===== src/rtl/io_mmio_responder.sv =====
// Memory-mapped I/O responder for the core's load/store port.
// Decodes the 0x8xxx_xxxx region and serves the UART RX/TX FIFOs, the
// status word, and the cycle / retired-instruction counters.
// Read data is registered and returned one cycle after the request.
module io_mmio_responder #(
  parameter int RX_DEPTH = 8,
  parameter int TX_DEPTH = 8
) (
  input  logic        clk,
  input  logic        rst,
  input  logic [31:0] addr,
  input  logic [31:0] wdata,
  input  logic [3:0]  wbe,
  input  logic        re,
  input  logic        inst_retire,
  output logic [31:0] rdata,
  input  logic [7:0]  rx_data,
  input  logic        rx_valid,
  output logic        rx_ready,
  output logic [7:0]  tx_data,
  output logic        tx_valid,
  input  logic        tx_ready
);

  localparam int RX_AW = $clog2(RX_DEPTH);
  localparam int TX_AW = $clog2(TX_DEPTH);

  localparam logic [7:0] ADDR_STATUS  = 8'h00;
  localparam logic [7:0] ADDR_RX_DATA = 8'h04;
  localparam logic [7:0] ADDR_TX_DATA = 8'h08;
  localparam logic [7:0] ADDR_CYCLE   = 8'h10;
  localparam logic [7:0] ADDR_INST    = 8'h14;
  localparam logic [7:0] ADDR_CNT_CLR = 8'h18;

  logic        sel;
  logic [7:0]  reg_off;
  logic        wr;
  logic        rd;
  logic        unused_bits;

  assign sel     = (addr[31:28] == 4'h8);
  assign reg_off = addr[7:0];
  assign wr      = sel && (wbe != 4'b0000);
  assign rd      = sel && re;

  // Upper address bits and upper store data are don't-care for this block.
  assign unused_bits = &{addr[27:8], wdata[31:8]};

  // RX FIFO: pointers carry one extra wrap bit so full and empty differ.
  logic [7:0]     rx_mem [RX_DEPTH];
  logic [RX_AW:0] rx_wptr, rx_rptr;
  logic           rx_empty, rx_full, rx_push, rx_pop;
  logic [7:0]     rx_head;
  logic           rx_overflow;
  logic           stat_rd;

  assign rx_empty = (rx_wptr == rx_rptr);
  assign rx_full  = (rx_wptr[RX_AW] != rx_rptr[RX_AW]) &&
                    (rx_wptr[RX_AW-1:0] == rx_rptr[RX_AW-1:0]);
  assign rx_ready = !rx_full;
  assign rx_push  = rx_valid && !rx_full;
  assign rx_pop   = rd && (reg_off == ADDR_RX_DATA) && !rx_empty;
  assign rx_head  = rx_mem[rx_rptr[RX_AW-1:0]];
  assign stat_rd  = rd && (reg_off == ADDR_STATUS);

  // TX FIFO: a write at full still lands when the same edge pops the head.
  logic [7:0]     tx_mem [TX_DEPTH];
  logic [TX_AW:0] tx_wptr, tx_rptr;
  logic           tx_empty, tx_full, tx_push, tx_pop;

  assign tx_empty = (tx_wptr == tx_rptr);
  assign tx_full  = (tx_wptr[TX_AW] != tx_rptr[TX_AW]) &&
                    (tx_wptr[TX_AW-1:0] == tx_rptr[TX_AW-1:0]);
  assign tx_valid = !tx_empty;
  assign tx_data  = tx_empty ? 8'h00 : tx_mem[tx_rptr[TX_AW-1:0]];
  assign tx_pop   = tx_valid && tx_ready;
  assign tx_push  = wr && (reg_off == ADDR_TX_DATA) && (!tx_full || tx_pop);

  logic [31:0] cycle_cnt, inst_cnt;
  logic        cnt_clr;
  logic [31:0] rd_next;

  assign cnt_clr = wr && (reg_off == ADDR_CNT_CLR);

  // FIFO storage; contents need no reset because the pointers gate them.
  always_ff @(posedge clk) begin
    if (rx_push) rx_mem[rx_wptr[RX_AW-1:0]] <= rx_data;
    if (tx_push) tx_mem[tx_wptr[TX_AW-1:0]] <= wdata[7:0];
  end

  // FIFO pointers and the sticky RX overflow flag.
  always_ff @(posedge clk or posedge rst) begin
    if (rst) begin
      rx_wptr     <= '0;
      rx_rptr     <= '0;
      tx_wptr     <= '0;
      tx_rptr     <= '0;
      rx_overflow <= 1'b0;
    end else begin
      if (rx_push) rx_wptr <= rx_wptr + 1'b1;
      if (rx_pop)  rx_rptr <= rx_rptr + 1'b1;
      if (tx_push) tx_wptr <= tx_wptr + 1'b1;
      if (tx_pop)  tx_rptr <= tx_rptr + 1'b1;
      if (rx_valid && rx_full) rx_overflow <= 1'b1;
      else if (stat_rd)        rx_overflow <= 1'b0;
    end
  end

  // Free-running cycle counter and retired-instruction counter; clear wins.
  always_ff @(posedge clk or posedge rst) begin
    if (rst) begin
      cycle_cnt <= 32'h0;
      inst_cnt  <= 32'h0;
    end else if (cnt_clr) begin
      cycle_cnt <= 32'h0;
      inst_cnt  <= 32'h0;
    end else begin
      cycle_cnt <= cycle_cnt + 32'h1;
      inst_cnt  <= inst_cnt + {31'h0, inst_retire};
    end
  end

  // Read mux over pre-edge state; unmapped and unselected reads give 0.
  always_comb begin
    rd_next = 32'h0;
    if (sel) begin
      case (reg_off)
        ADDR_STATUS:  rd_next = {29'h0, rx_overflow, !rx_empty, !tx_full};
        ADDR_RX_DATA: rd_next = {24'h0, (rx_empty ? 8'h00 : rx_head)};
        ADDR_CYCLE:   rd_next = cycle_cnt;
        ADDR_INST:    rd_next = inst_cnt;
        default:      rd_next = 32'h0;
      endcase
    end
  end

  // Read data register: updates only on a load request, otherwise holds.
  always_ff @(posedge clk or posedge rst) begin
    if (rst)     rdata <= 32'h0;
    else if (re) rdata <= rd_next;
  end

endmodule

===== config.mk =====
export PLATFORM = sky130hd
export DESIGN_NAME = io_mmio_responder
export DESIGN_NICKNAME = d
export VERILOG_FILES = /design/src/rtl/io_mmio_responder.sv
export SDC_FILE = /design/constraint.sdc
export NUM_CORES = 1
export LEC_CHECK = 0
export ABC_AREA = 1
export BUFFER_PORTS_ARGS = -buffer_cell sky130_fd_sc_hd__buf_2
export CAP_MARGIN = 20
export CORE_ASPECT_RATIO = 1.1
export CORE_MARGIN = 3
export CORE_UTILIZATION = 54
export DETAILED_ROUTE_END_ITERATION = 10
export PLACE_DENSITY_LB_ADDON = 0.15
export SLEW_MARGIN = 5
export SYNTH_ARGS = -nofsm -noshare
export SYNTH_HDL_FRONTEND = slang
export SYNTH_SLANG_ARGS = --single-unit

===== constraint.sdc =====
create_clock -name clk -period 4.5 [get_ports clk]
set_input_delay 0.9 -clock clk [delete_from_list [all_inputs] [get_ports clk]]
set_output_delay 0.9 -clock clk [all_outputs]
set_load 0.005 [all_outputs]

# [After elaboration in Yosys (flattened, before gate mapping)]
# Memories as Yosys holds them, arrays and structs flattened.
# Index checks and enable logic that the tools add are counted.
[totals] regBits=113 mem_bits_rw=128 input_bits=82 output_inout_bits=42 wordCells=61 n_memories=2
[mem_list] name="rx_mem" depth=8 width=8 rd=1 rd_ports_with_merged_regs=0 wr=1 line_no="50" rtl="logic [7:0] rx_mem [RX_DEPTH];"
[mem_list] name="tx_mem" depth=8 width=8 rd=1 rd_ports_with_merged_regs=0 wr=1 line_no="67" rtl="logic [7:0] tx_mem [TX_DEPTH];"
[op_classes] add_sub_neg=6 n_eq_ne=12 n_mux=12 n_reduce_logical=21
[ops] operator="32-bit one-hot mux with 4 select lines" n=1
[ops] operator="32-bit 2-to-1 mux" n=3
[ops] operator="32-bit by 1-bit adder with 32-bit output" n=1
[ops] operator="32-bit by 1-bit adder with 32-bit output (second input constant)" n=1
[ops] operator="8-bit by 5-bit == test with 1-bit output (second input constant)" n=3
[ops] operator="4-bit by 1-bit adder with 4-bit output (second input constant)" n=4
[ops] operator="8-bit 2-to-1 mux" n=2
[ops] operator="1-bit logical AND" n=13
[ops] operator="4-bit == test" n=2
[ops] operator="8-bit by 3-bit == test with 1-bit output (second input constant)" n=1
[ops] operator="8-bit by 4-bit == test with 1-bit output (second input constant)" n=1
[ops] operator="8-bit logical NOT" n=1
[ops] operator="3-bit == test" n=2
[ops] operator="1-bit 2-to-1 mux" n=6
[ops] operator="4-bit == test (second input constant)" n=1
[ops] operator="1-bit logical NOT" n=4
[ops] operator="4-bit nonzero test" n=1
[ops] operator="1-bit inequality test" n=2
[ops] operator="2-bit nonzero test" n=1
[ops] operator="1-bit logical OR" n=1

# [Logic depth before layout (Yosys ltp)]
[logic_depth] depth_word=7 mapped_depth=12 mapped_depth_nobuf=11

# [Least setup slack after synthesis]
# Ideal clock, no wire load.
[synth_path] kind="input to register" from="in addr[2]" to="mem tx_mem[0][0] (enable)" setup_time_ns=0.370 t_arrival_ns=2.034 t_required_ns=4.130 setup_slack_ns=2.096 stages=7 n_path_buf=0 cell_sequence="inv_1 -> nand2_1 -> nor2_1 -> nand3_1 -> nor2_1 -> nand3_1 -> nor2_1"
[synth_between] elab_chain_len=5
[synth_lines] item="from (decl)" line_no="11" rtl="input logic [31:0] addr,"
[synth_lines] item="8-bit by 4-bit == test with 1-bit output" line_no="77" rtl="assign tx_push = wr && (reg_off == ADDR_TX_DATA) && (!tx_full || tx_pop);"
[synth_lines] item="1-bit logical AND (2 in series)" line_no="77"
[synth_lines] item="1-bit 2-to-1 mux" line_no="88" rtl="if (tx_push) tx_mem[tx_wptr[TX_AW-1:0]] <= wdata[7:0];"
[synth_lines] item="1-bit 2-to-1 mux (not written as such)" line_no="88"
[synth_lines] item="to (decl)" line_no="67"
# Every way passes these cells.

# [Worst setup path in the final report]
[layout_path] from="reg tx_rptr[0]" to="out tx_data[3]"
[layout_between] elab_chain_len=2 word_cells_on_any_way=3 cone_classes="1 x eq/ne; 1 x mux; 1 x memory"
[layout_lines] item="from (decl)" line_no="68" rtl="logic [TX_AW:0] tx_wptr, tx_rptr;"
[layout_lines] item="from (signal assigned)" line_no="103" rtl="if (tx_pop) tx_rptr <= tx_rptr + 1'b1;"
[layout_lines] item="memory read 8 x 8 bit / 4-bit == test (equally long branches)"
[layout_lines] item="8-bit 2-to-1 mux *" line_no="75" rtl="assign tx_data = tx_empty ? 8'h00 : tx_mem[tx_rptr[TX_AW-1:0]];"
[layout_lines] item="to (decl)" line_no="20" rtl="output logic [7:0] tx_data,"
# Mark *: on every way between the ends. The rest lies on a longest branch, timed or not.

==> out/metrics.cfg <==
[run_status]
outcome = completed

[yosys]
synth_edf_count = 128
synthSimpleGateAreaFrac_pct = 23.9
synth_top_area_share_pct = 33.5
synth.area.top_cells = edfxtp_1 (34%), dfrtp_1 (25%), nand2_1 (10%)
syn_inst = 1285
synthMuxAreaShare_pct = 0
yosys_register_bits = 241
yosys_warnings = 0
syn_area_um2 = 11500
ys.flop_type = edfxtp_1
syn_avg_cell_area_um2 = 8.92
synth_cell_type_count = 37
yosysTopAreaCell = edfxtp_1
synthXorXnorAreaFrac_pct = 3.06
async_reset_ff_share_pct = 46.9
synth_top_family_by_area = simple AND/OR/NAND/NOR gates
seq_area_frac_synth_pct = 58.2
yosys.area_share.adder_pct = 0.764
synth_compound_area_share_pct = 8.07
syn-num-nets = 1374

[power]
comb_power_share_pct = 18.3
p_clk_share_pct = 35.5
p_leak_uw = 0.00577
internal_power_uw = 4150
p_sw_uw = 1730
peakVddDrop_uv = 352
pwr-share-seq_pct = 46.1
power_density_nw_per_um2 = 454
switching_share_pct = 29.4

[clocking]
cts_made_buffers = 26
cts_tree = yes
h-tree-depth = 1
path_clk_slew_ns = 0.06
post-cts-setup-buffers = 0
hold_buffers = 0
numClockSinks = 241
cts_root_buffer = clkbuf_16
cts_resized = 0
clk_latency_ns = 0.53
clockBufferDepth = 3

[floorplanning]
pin_count = 124
fp.dieH_um = 159
die_area_um2 = 23000
fp.dieW_um = 145
core-area_um2 = 20700
initial_core_util_pct = 55.3
placementRows = 55

[hold_path]
hp-class = reg2reg

[detailed_routing]
via_count = 8900
drc = 0
vias_per_cell = 5.32
detail-route-antenna-nets = 0
drt_wl_total_um = 27300
drt_iter0_drc = 691
wl_per_cell_um = 16.3
dr.pass1.iters = 6

[finish]
final_cell_mix = nand2_1 (319), nor2_1 (227), edfxtp_1 (128)
drive_gt1_share_pct = 11.6
final_common_cell = nand2_1
final_area_um2 = 12900
syn_to_final_growth_pct = 12.9
stdcell_count = 1672
nNetsFinal = 1455

[global_route]
antenna_found_initial = 3
use_met2_pct = 37.7
grt_overflow = 0
grt.busiest_layer = met2
grt_max_degree = 60
met3_usage_pct = 3.60
grt_pass1_vias = 8354
grt_pass1_wl_um = 43900
grt_usage_pct = 23.5
gr-usage-met1_pct = 34.3

[job]
cap_violations = 0

[sta]
max_freq_mhz = 275
max_slew.worst_pin.slew_ns = 1.03
rsz0062_at_grt = false
period_minus_slack_ns = 3.63
drv_slew = 0
relSlewSlack_pct = 31.1
setup-tns-final_ns = 0
finalHoldViolations = 0
clock_skew_ns = 0.0125
fin_crit_sh_pct = 80.7
final-setup-viol-count = 0

[placement]
portBuffers = 79
dpl_cell_area_um2 = 12100
dp_hpwl_um = 18900
placedCellCount = 1622
place.gp.congestion = 0.915

[setup_path]
crit_path_end_kind = output port
cp-start-kind = register
critPathMaxFanout = 36
cp.required_ns = 3.60
worstSetupPathType = reg2out
crit_arrival_ns = 2.73

-- metrics by stage --
| step | total power, uW | hold slack [ns] | utilization, % | setup slack [ns] |
|---|---|---|---|---|
| 2_1_floorplan | 3480 | 0.436 | - | 0.613 |
| 3_3_place_gp | 3810 | 0.451 | 58.3 | 1.46 |
| 3_5_place_dp | 3830 | 0.459 | 58.3 | 1.44 |
| 4_1_cts | 5930 | 0.473 | 62.4 | 0.830 |
| 5_1_grt | 6200 | 0.490 | 62.5 | 0.594 |
| 6_report | 5880 | 0.469 | 62.5 | 0.867 |
-- worst paths after layout --
check                            from            to  slack [ns]  depth (start not counted)
setup / recovery           tx_rptr[0]    tx_data[3]        0.87                          7
hold / removal              rdata[29]     rdata[29]        0.47                          2
setup reg to reg           rx_rptr[0]  rx_mem[0][1]        1.86                          6
hold reg to reg             rdata[29]     rdata[29]        0.47                          2
max in group asynchronous         rst   inst_cnt[6]        3.21                          3
min in group asynchronous         rst     rdata[28]        0.51                          2
-- cell families after synthesis --
logic type / after synthesis
AOI/OAI and AO/OA: 173
xor gates and xnor gates: 40
buffers and inverters: 165
and+or+nand+nor: 659
adders and majority gates: 7
DFF: 241
-- synth_stat cells (2+ instances only) --
| cell | number |
|---|---|
| nand2_2 | 6 |
| nand4_1 | 12 |
| a21oi_1 | 28 |
| inv_2 | 4 |
| clkbuf_2 | 2 |
| nor2_2 | 5 |
| o22ai_1 | 24 |
| nand3_1 | 42 |
| nor2_1 | 227 |
| buf_2 | 17 |
| nand3_2 | 2 |
| clkinv_1 | 2 |
| buf_6 | 5 |
| nor3_2 | 7 |
| edfxtp_1 | 128 |
| nor2_4 | 5 |
| buf_4 | 2 |
| nor3_1 | 29 |
| ha_1 | 7 |
| o21ai_0 | 104 |
| xnor2_1 | 3 |
| inv_1 | 121 |
| a22o_1 | 2 |
| a31oi_1 | 11 |
| dfrtp_1 | 113 |
| nand2_1 | 319 |
| o21ai_1 | 3 |
| xor2_1 | 37 |
| clkbuf_1 | 10 |
-- power groups by stage --
stage,clock network [uW],registers [uW],logic [uW]
2_1_floorplan,0,2690,787
3_3_place_gp,0,2750,1060
4_1_cts,2130,2710,1090
3_5_place_dp,0,2750,1080
5_1_grt,2230,2740,1230
6_report,2090,2710,1080
-- layout make-up --
type                            count  area [um^2]
Tap cell                          285          357
Inverter                          128          484
Clock buffer                       37          732
Timing Repair Buffer               90          482
Multi-Input combinational cell    879         4100
Fill cell                        1750         7770
Sequential cell                   241         6670
Antenna cell                        1         2.50
Clock inverter                     11          116
-- per-layer routing --
metal	routed length, um	vias up
li1	-	4371
met3	1800	37
met4	431	4
met5	27	-
met1	12300	4219
met2	12800	269
-- flip-flops by register name, indices dropped and copies added, names as in the netlist --
name         cells
tx_rptr          4
rx_wptr          4
rx_mem          64
rx_overflow      1
tx_wptr          4
tx_mem          64
rx_rptr          4
inst_cnt        32
rdata           32
cycle_cnt       32
-- critical path: stages, from the launching register on --
cell,delay (ns)
dfrtp_1,0.35
buf_4,0.25
inv_1,0.72
o21ai_0,0.18
o22ai_1,0.17
o21ai_0,0.11
a31oi_1,0.25
buf_2,0.16
Note: power is estimated with default switching activity, not from simulation.
